--- src/rtl/riscv_mc_pkg.sv ---
// Shared types and constants for the multicycle RV32 core's memory stage.
//   access_kind_e   : which kind of bus access is in flight
//   mau_state_e     : mem_access_unit state encoding
//   WORD_ALIGN_MASK : clears the byte-offset bits of an address (truncate to ADDR_W)
package riscv_mc_pkg;

    typedef enum logic [1:0] {
        KIND_FETCH = 2'd0,
        KIND_LOAD  = 2'd1,
        KIND_STORE = 2'd2
    } access_kind_e;

    typedef enum logic [1:0] {
        IDLE = 2'd0,
        BUSY = 2'd1,
        DONE = 2'd2,
        ERR  = 2'd3
    } mau_state_e;

    localparam logic [63:0] WORD_ALIGN_MASK = ~64'h3;

endpackage

--- src/rtl/mem_timeout_ctr.sv ---
// Bus-wait timeout counter for mem_access_unit.
//   clk, resetn : clock, synchronous active-low reset
//   clr         : restart the count at zero (wins over en)
//   en          : count one wait cycle
//   expire_c    : high in the wait cycle that brings the count to LIMIT
module mem_timeout_ctr #(
    parameter int unsigned LIMIT = 255
) (
    input  logic clk,
    input  logic resetn,
    input  logic clr,
    input  logic en,
    output logic expire_c
);

    localparam int unsigned CNT_W = $clog2(LIMIT + 1);

    logic [CNT_W-1:0] count;

    // Wait-cycle counter
    always_ff @(posedge clk) begin
        if (!resetn) begin
            count <= '0;
        end else if (clr) begin
            count <= '0;
        end else if (en) begin
            count <= count + CNT_W'(1);
        end
    end

    // This cycle's increment would make the count equal LIMIT
    assign expire_c = en && (count == CNT_W'(LIMIT - 1));

endmodule

--- src/rtl/mem_access_unit.sv ---
// Memory stage of the multicycle RV32 core: turns the control FSM's fetch/load/store
// strobes into a single valid/ready bus transaction and captures read data into
// instr_q (IR) or rdata_q (MDR).
// Optional feature macro: MEM_TIMEOUT_EN -- adds a bus_ready timeout (TIMEOUT_CYCLES)
// with a sticky err and a frozen ERR state; without it err is tied 0.
// Ports:
//   clk, resetn                  clock, synchronous active-low reset
//   fetch_req, mem_read, mem_write  request strobes (store > load > fetch)
//   addr, wdata                  byte address and store data
//   busy                         combinational stall to the control FSM
//   done                         one-cycle completion pulse
//   instr_q, rdata_q             instruction register, memory data register
//   bus_valid, bus_we, bus_addr, bus_wdata, bus_ready, bus_rdata   memory bus
//   err                          sticky timeout error
module mem_access_unit
    import riscv_mc_pkg::*;
#(
    parameter int unsigned ADDR_W = 32,
    parameter int unsigned DATA_W = 32
`ifdef MEM_TIMEOUT_EN
    ,
    parameter int unsigned TIMEOUT_CYCLES = 255
`endif
) (
    input  logic              clk,
    input  logic              resetn,
    input  logic              fetch_req,
    input  logic              mem_read,
    input  logic              mem_write,
    input  logic [ADDR_W-1:0] addr,
    input  logic [DATA_W-1:0] wdata,
    output logic              busy,
    output logic              done,
    output logic [DATA_W-1:0] instr_q,
    output logic [DATA_W-1:0] rdata_q,
    output logic              bus_valid,
    output logic              bus_we,
    output logic [ADDR_W-1:0] bus_addr,
    output logic [DATA_W-1:0] bus_wdata,
    input  logic              bus_ready,
    input  logic [DATA_W-1:0] bus_rdata,
    output logic              err
);

    mau_state_e   state_q;
    mau_state_e   state_d;
    access_kind_e kind_q;
    access_kind_e kind_sel;
    logic         any_req;

    assign any_req = fetch_req | mem_read | mem_write;

    // Request arbitration: store > load > fetch
    always_comb begin
        kind_sel = KIND_FETCH;
        if (mem_write) begin
            kind_sel = KIND_STORE;
        end else if (mem_read) begin
            kind_sel = KIND_LOAD;
        end
    end

`ifdef MEM_TIMEOUT_EN
    logic ctr_clr;
    logic ctr_en;
    logic ctr_expire;

    mem_timeout_ctr #(
        .LIMIT (TIMEOUT_CYCLES)
    ) u_timeout_ctr (
        .clk      (clk),
        .resetn   (resetn),
        .clr      (ctr_clr),
        .en       (ctr_en),
        .expire_c (ctr_expire)
    );
`endif

    // State register
    always_ff @(posedge clk) begin
        if (!resetn) begin
            state_q <= IDLE;
        end else begin
            state_q <= state_d;
        end
    end

    // Next state and combinational stall/done; busy rises in the request cycle itself
    always_comb begin
        state_d = state_q;
        busy    = 1'b0;
        done    = 1'b0;
`ifdef MEM_TIMEOUT_EN
        ctr_clr = 1'b0;
        ctr_en  = 1'b0;
`endif
        case (state_q)
            IDLE: begin
                if (any_req) begin
                    busy    = 1'b1;
                    state_d = BUSY;
`ifdef MEM_TIMEOUT_EN
                    ctr_clr = 1'b1;
`endif
                end
            end
            BUSY: begin
                busy = 1'b1;
                if (bus_ready) begin
                    state_d = DONE;
                end
`ifdef MEM_TIMEOUT_EN
                else begin
                    ctr_en = 1'b1;
                    if (ctr_expire) begin
                        state_d = ERR;
                    end
                end
`endif
            end
            DONE: begin
                done    = 1'b1;
                state_d = IDLE;
            end
            ERR: begin
                busy = 1'b1;
            end
            default: begin
                state_d = IDLE;
            end
        endcase
    end

    // Request capture, bus drive and read-data capture
    always_ff @(posedge clk) begin
        if (!resetn) begin
            kind_q    <= KIND_FETCH;
            bus_valid <= 1'b0;
            bus_we    <= 1'b0;
            bus_addr  <= '0;
            bus_wdata <= '0;
            instr_q   <= '0;
            rdata_q   <= '0;
        end else begin
            case (state_q)
                IDLE: begin
                    if (any_req) begin
                        kind_q    <= kind_sel;
                        bus_valid <= 1'b1;
                        bus_we    <= mem_write;
                        bus_addr  <= addr & ADDR_W'(WORD_ALIGN_MASK);
                        bus_wdata <= wdata;
                    end
                end
                BUSY: begin
                    if (bus_ready) begin
                        bus_valid <= 1'b0;
                        if (kind_q == KIND_FETCH) begin
                            instr_q <= bus_rdata;
                        end else if (kind_q == KIND_LOAD) begin
                            rdata_q <= bus_rdata;
                        end
                    end
`ifdef MEM_TIMEOUT_EN
                    else if (ctr_expire) begin
                        bus_valid <= 1'b0;
                    end
`endif
                end
                default: begin
                end
            endcase
        end
    end

`ifdef MEM_TIMEOUT_EN
    // Sticky timeout flag; only reset clears it
    always_ff @(posedge clk) begin
        if (!resetn) begin
            err <= 1'b0;
        end else if (state_q == BUSY && !bus_ready && ctr_expire) begin
            err <= 1'b1;
        end
    end
`else
    assign err = 1'b0;
`endif

endmodule
--- config.mk ---
export PLATFORM = sky130hd
export DESIGN_NAME = mem_access_unit
export DESIGN_NICKNAME = d
export VERILOG_FILES = /design/src/rtl/riscv_mc_pkg.sv /design/src/rtl/mem_timeout_ctr.sv /design/src/rtl/mem_access_unit.sv
export SDC_FILE = /design/constraint.sdc
export NUM_CORES = 1
export LEC_CHECK = 0
export CORE_MARGIN = 2
export CORE_UTILIZATION = 31
export CTS_CLUSTER_SIZE = 30
export DETAILED_ROUTE_END_ITERATION = 8
export SLEW_MARGIN = 20
export SYNTH_ARGS = -nofsm -noshare
export SYNTH_HDL_FRONTEND = slang
export SYNTH_SLANG_ARGS = --single-unit
--- constraint.sdc ---
create_clock -name clk -period 1.7 [get_ports clk]
set_input_delay 0.17 -clock clk [delete_from_list [all_inputs] [get_ports clk]]
set_output_delay 0.17 -clock clk [all_outputs]
set_load 0.03 [all_outputs]
==> results_dict.tcl, run 1 <==
set metrics [dict create \
    syn-cell-area_um2 5000 \
    final_hold_viol_count 0 \
    maxClockFrequency_ghz 0.611 \
    detailedPlacementHpwl_um 10200 \
    rows 46 \
    critical-path-top-delay-family "buffers and inverters" \
    finalHoldWorstSlack_ps 257 \
    cap_violations 0 \
    critical_path.slowest_cell "clkdlybuf4s50_1" \
    status "finished clean" \
    via_count 4808 \
    timing.hold.worst_path_depth 3 \
    port_buffers 229 \
    worst_setup_path_end_kind "output port" \
    design.core.area_um2 15800 \
    worst-r2r-setup-slack_ps 130 \
    cp_slowest_stage_delay_ps 710 \
    count_of_flip_flops_with_a_built_in_enable_after_synthesis 0 \
    ys.warnings.count 0 \
    p_total_mw 12.0 \
    r2r.worst_path.cells 7 \
    drt-total-wl_um 14700 \
    wl_per_cell_um 14.1 \
    min_period_over_period 0.963 \
    criticalPathCategory "flip-flop to output port" \
    avgViaCountPerCell 4.64 \
    power.leakage_nw 2.88 \
    grt_pass1_wl_um 22700 \
    h_tree_levels 4 \
    r2r-start "state_q[0]" \
    synth_most_common_cell "nand2_1" \
    synth_top_flop_cell "dfxtp_1" \
    detailedRoute.firstPassIterationCount 4 \
    synth_seq_cells 131 \
    area_of_combinational_cells_with_multiple_inputs_um2 2120 \
    die_area_um2 17200 \
    vias_in_the_first_global_route 4575 \
    worst_setup_path_start_kind "flip-flop" \
    cts.root.buffer_cell "clkbuf_16" \
    worstPathRequired_ps 1530 \
    cts_tree "built" \
    post_synth_inst_count 598 \
    antenna-diode-count 0 \
    count_of_final_setup_violators 0 \
    finish.net_count 915 \
    global_route.usage.total 0.171 \
    gp_congestion 0.752 \
    final_layout_size_suffix_gt1_frac 0.0670 \
    die_width_um 131 \
    final-max-slew-violation-count 0 \
    r2r_end "bus_addr[11]" \
    largest_cells_by_area_after_synthesis "dfxtp_1, nand2_1, a21boi_0, nand3_1, o21ai_0" \
    globalRouteOverflowTotal 0 \
    worst_hold_path_type "input pin to flip-flop" \
    path_buf_inv 1 \
    asyncSetResetFlopFracSynth 0 \
    synth-seq-area-share 0.525 \
    critPathArrivalTime_ps 1470 \
    clkSinkCount 131 \
    critPathLaunch "bus_addr[23]" \
    cts_hold_buffers 0 \
    cts.path.max_buffers 2 \
    layout.area.seq_um2 2630 \
    path_clk_slew_ps 60 \
    utilization 0.512 \
    cts_made_buffers 17 \
    antenna_violations_before_repair 1 \
    clock-skew-final_ps 6.08 \
    finalWorstPathRequiredPeriod_ps 1640 \
    worstPathCellList "clkdlybuf4s50_1" \
    rsz0062_at_grt "no" \
    synth.largest_area_cell "dfxtp_1" \
    endpoint "bus_addr[23]" \
    drt_drc_violations_left 0 \
    area_delta_synth_final_pct 62.1 \
    grt_start_max_net_pins 87 \
    die_height_um 131 \
    initial_detailed_routing_violation_count 194 \
    route.antenna.remaining_nets 0 \
    distinct_cell_type_count_after_synthesis 34 \
    synth_top_cell_area_share 0.525 \
    floorplan.initialDensity 0.316 \
    insertion_delay_ps 410 \
    detailed_place.area_um2 7450 \
    synth.cells.most_frequent "nand2_1, dfxtp_1, nand3_1, a21boi_0, o21ai_0" \
    num_io_pins 235 \
    final.setup.tns_ps 0 \
    pwr_density_cell_nw_per_um2 1480 \
    fillers 1469 \
    worstPathMaxFanout 2 \
    ir_drop_v 0.000673 \
    syn_avg_cell_area_um2 8.36 \
    worst-path-stages 1 \
    stdcell_area_um2 8100 \
]
==> cells in the final DEF (no fill, tap or decap), drive strengths merged, types with 2 or more instances in the layout <==
master / count
clkdlybuf4s50: 224
nand2: 194
dfxtp: 131
a21boi: 64
o21ai: 64
nand3: 63
clkbuf: 24
buf: 15
ha: 5
bufinv: 4
clkinv: 4
conb: 3
dlygate4sd2: 3
inv: 3
nand2b: 2
o21a: 2
nor2: 2
==> state kept, by name, indices dropped and copies added (netlist names) <==
signal / flops
bus_addr: 30
bus_valid: 1
bus_wdata: 32
bus_we: 1
instr_q: 32
kind_q: 1
rdata_q: 32
state_q: 2
==> what timing repair did <==
action / in CTS / in global routing
endpoints found under the hold margin: 0 / 0
setup endpoints to repair: 18 / 1
gates resized for setup: 11 / 2
setup buffers: 1 / 0
pin swaps: 0 / 1
==> power breakdown <==
part           leakage, nW  internal, mW  switching, mW  total, mW
sequential            1.07          3.63          0.302       3.93
clock                0.297          2.50           1.31       3.81
combinational         1.51          1.71           2.54       4.25
total                 2.88          7.84           4.15       12.0
==> logic make-up (layout without fill, tap and decap cells) <==
kind of cell | after synthesis | in the layout | synth area share
AO/OA/AOI/OAI | 135 | 135 | 0.173
flip-flops | 131 | 131 | 0.525
multiplexers | 1 | 1 | 0.00200
AND/OR/NAND/NOR | 269 | 269 | 0.229
adder cells (fa/ha/maj) | 5 | 5 | 0.0125
buffers and inverters | 56 | 277 | 0.0578
other | 1 | 3 | 0.000750
==> cell type report <==
class	instances	area share
clock buffers	24	0.0570
clock inverters	8	0.0187
inverters	3	0.00139
multi-input cells	413	0.262
flip-flops and latches	131	0.324
well taps	216	0.0334
repair buffers	242	0.304
==> worst register-to-register path, cell delays in order, from the launching register on <==
cell and delay (ps):
dfxtp_4 360, inv_2 90, ha_4 170, o31a_4 160, buf_4 150, buf_12 290, nand3_1 170, o21ai_0 100
==> metal layers <==
| layer | GRT usage | vias to the layer above | routed length, µm |
|---|---|---|---|
| met3 | 0.0753 | 17 | 1640 |
| met4 | 0.0620 | 2 | 218 |
| met2 | 0.276 | 189 | 6700 |
| li1 | - | 2394 | - |
| met1 | 0.201 | 2206 | 6100 |
| met5 | 0 | - | 13 |
==> through the flow <==
step	cells	worst slack (ps)
after floorplan	600	31.4
after global placement	1004	33.8
after detailed placement	1004	-6.43
after CTS	1037	8.62
after global routing	1037	2.50
final	1037	63.5
==> how the worst min path moves through the flow <==
stage | slack [ps] | endpoint | from
finish | 260 | bus_addr[16] | resetn
global route | 280 | bus_addr[14] | resetn
CTS | 240 | bus_addr[16] | resetn
detailed placement | 440 | bus_wdata[6] | bus_wdata[6]
global placement | 440 | bus_wdata[12] | bus_wdata[12]
floorplan | 280 | bus_valid | bus_ready
No activity file was read; power rests on OpenSTA's default activity.
==> run 2, diff against run 1 <==
Settings changed: CORE_ASPECT_RATIO from default to 0.6, HOLD_SLACK_MARGIN from default to 0.05, REMOVE_ABC_BUFFERS from default to 1.
==> run 2 against run 1 <==
  * Combinational power rose by 4%
  * Utilization rose by 1.4 points
  * First-iteration DRC count rose by 14%
==> results_dict.tcl, run 2 (same netlist as run 1, synthesis figures left out) <==
set metrics [dict create \
    status "finished clean" \
    initial_detailed_routing_violation_count 222 \
    via_count 4753 \
    min_period_over_period 0.971 \
    cp_slowest_stage_delay_ps 740 \
    cts_tree "built" \
    power.switching_fraction 0.340 \
    worstPathMaxFanout 2 \
    grt_start_max_net_pins 90 \
    cts.path.max_buffers 2 \
    sequentialPowerShare 0.316 \
    avgViaCountPerCell 4.65 \
    finalHoldWorstSlack_ps 135 \
    comb_power_share 0.355 \
    worstPathRequired_ps 1530 \
    dp_slack_ps 18.2 \
    r2r_end "state_q[1]" \
    h_tree_levels 4 \
    count_of_final_setup_violators 0 \
    design.core.area_um2 15500 \
    r2r-start "state_q[1]" \
    power.leakage_nw 2.92 \
    worst-path-stages 1 \
    num_io_pins 235 \
    cts_made_buffers 17 \
    antenna_violations_before_repair 0 \
    criticalPathCategory "flip-flop to output port" \
    die_height_um 102 \
    path_buf_inv 1 \
    final-max-slew-violation-count 0 \
    floorplan.initialDensity 0.321 \
    cap_violations 0 \
    worstPathCellList "clkdlybuf4s50_1" \
    global_route.usage.total 0.167 \
    fillers 1364 \
    ir_drop_v 0.00103 \
    worst_setup_path_start_kind "flip-flop" \
    endpoint "rdata_q[3]" \
    p_int_mw 8.21 \
    gp_congestion 0.797 \
    drt_drc_violations_left 0 \
    worst_hold_path_type "input pin to flip-flop" \
    clkSinkCount 131 \
    finish.net_count 916 \
    globalRouteOverflowTotal 0 \
    drt-total-wl_um 14900 \
    finalWorstPathRequiredPeriod_ps 1650 \
    worst_slack_ps 49.5 \
    rsz0062_at_grt "yes" \
    layout.area.seq_um2 2630 \
    critical_path.slowest_cell "clkdlybuf4s50_1" \
    rows 35 \
    utilization 0.525 \
    power.share.clock 0.330 \
    antenna-diode-count 0 \
    path_clk_slew_ps 60 \
    route.antenna.remaining_nets 0 \
    area_of_combinational_cells_with_multiple_inputs_um2 2130 \
    grt_pass1_wl_um 22700 \
    mostFrequentLayoutCell "clkdlybuf4s50_1" \
    detailedRoute.firstPassIterationCount 4 \
    port_buffers 229 \
    critPathLaunch "rdata_q[3]" \
    clock-skew-final_ps 9.74 \
    final_layout_size_suffix_gt1_frac 0.0720 \
    final_hold_viol_count 0 \
    pwr_density_cell_nw_per_um2 1520 \
    vias_in_the_first_global_route 4329 \
    die_width_um 168 \
    worst_setup_path_end_kind "output port" \
    die_area_um2 17200 \
    insertion_delay_ps 400 \
    area_delta_synth_final_pct 63.5 \
    worst-r2r-setup-slack_ps 130 \
    timing.hold.worst_path_depth 2 \
    critical-path-top-delay-family "buffers and inverters" \
    top_regs "bus_wdata x32, instr_q x32, rdata_q x32" \
    maxClockFrequency_ghz 0.606 \
    final_cell_mix "clkdlybuf4s50_1, nand2_1, dfxtp_1" \
    wl_per_cell_um 14.5 \
    cts.root.buffer_cell "clkbuf_16" \
    r2r.worst_path.cells 6 \
    detailedPlacementHpwl_um 10300 \
    critPathArrivalTime_ps 1480 \
    final.setup.tns_ps 0 \
    net-switching-power_mw 4.24 \
]
[run 2: changes by cell type in the layout (fill, tap and decap cells not counted), sizes merged, moves of 2 or more]
cell	before	now
clkbuf	24	18
bufinv	4	6
clkinv	4	2
clkinvlp	0	2
inv	3	5
[run 2: cell type report]
type / count / share of cell area
Timing Repair Buffer: 243 / 0.304
Inverter: 3 / 0.00199
Clock inverter: 12 / 0.0282
Clock buffer: 18 / 0.0525
Sequential cell: 131 / 0.322
Multi-Input combinational cell: 413 / 0.260
Tap cell: 203 / 0.0311
[run 2: worst min path at each step]
stage                        from       endpoint  slack (ps)
floorplan               bus_ready      bus_valid         280
global placement    bus_wdata[29]  bus_wdata[29]         440
detailed placement  bus_wdata[10]  bus_wdata[10]         440
CTS                        resetn      kind_q[0]         120
global route               resetn      kind_q[0]         130
finish                     resetn      kind_q[0]         140
[run 2: through the flow]
step | power [mW] | std cells | area [µm²]
finish | 12.4 | 1023 | 8170
global placement | 8.12 | 989 | 7430
detailed placement | 8.21 | 989 | 7430
floorplan | 5.72 | 547 | 4730
global route | 13.1 | 1023 | 8170
CTS | 12.4 | 1019 | 8110
[run 2: timing repair]
item                       in CTS  in global routing
pin swaps                       0                  2
cloned                          0                  0
gates resized for setup         9                  9
setup endpoints to repair       3                  2
buffers inserted                0                  4
hold buffers                    0                  0
[run 2: power groups by stage]
stage / clock, mW / combinational, mW / sequential, mW
after floorplan: 0 / 1.06 / 4.66
after CTS: 4.21 / 4.30 / 3.92
after detailed placement: 0 / 4.24 / 3.97
after global routing: 4.34 / 4.73 / 4.00
final: 4.11 / 4.41 / 3.93
after global placement: 0 / 4.18 / 3.94
[run 2: routing by layer]
metal	share of wire	GRT usage
met5	0	0
met2	0.46	0.270
met4	0.0071	0.0475
met3	0.062	0.0538
met1	0.48	0.217
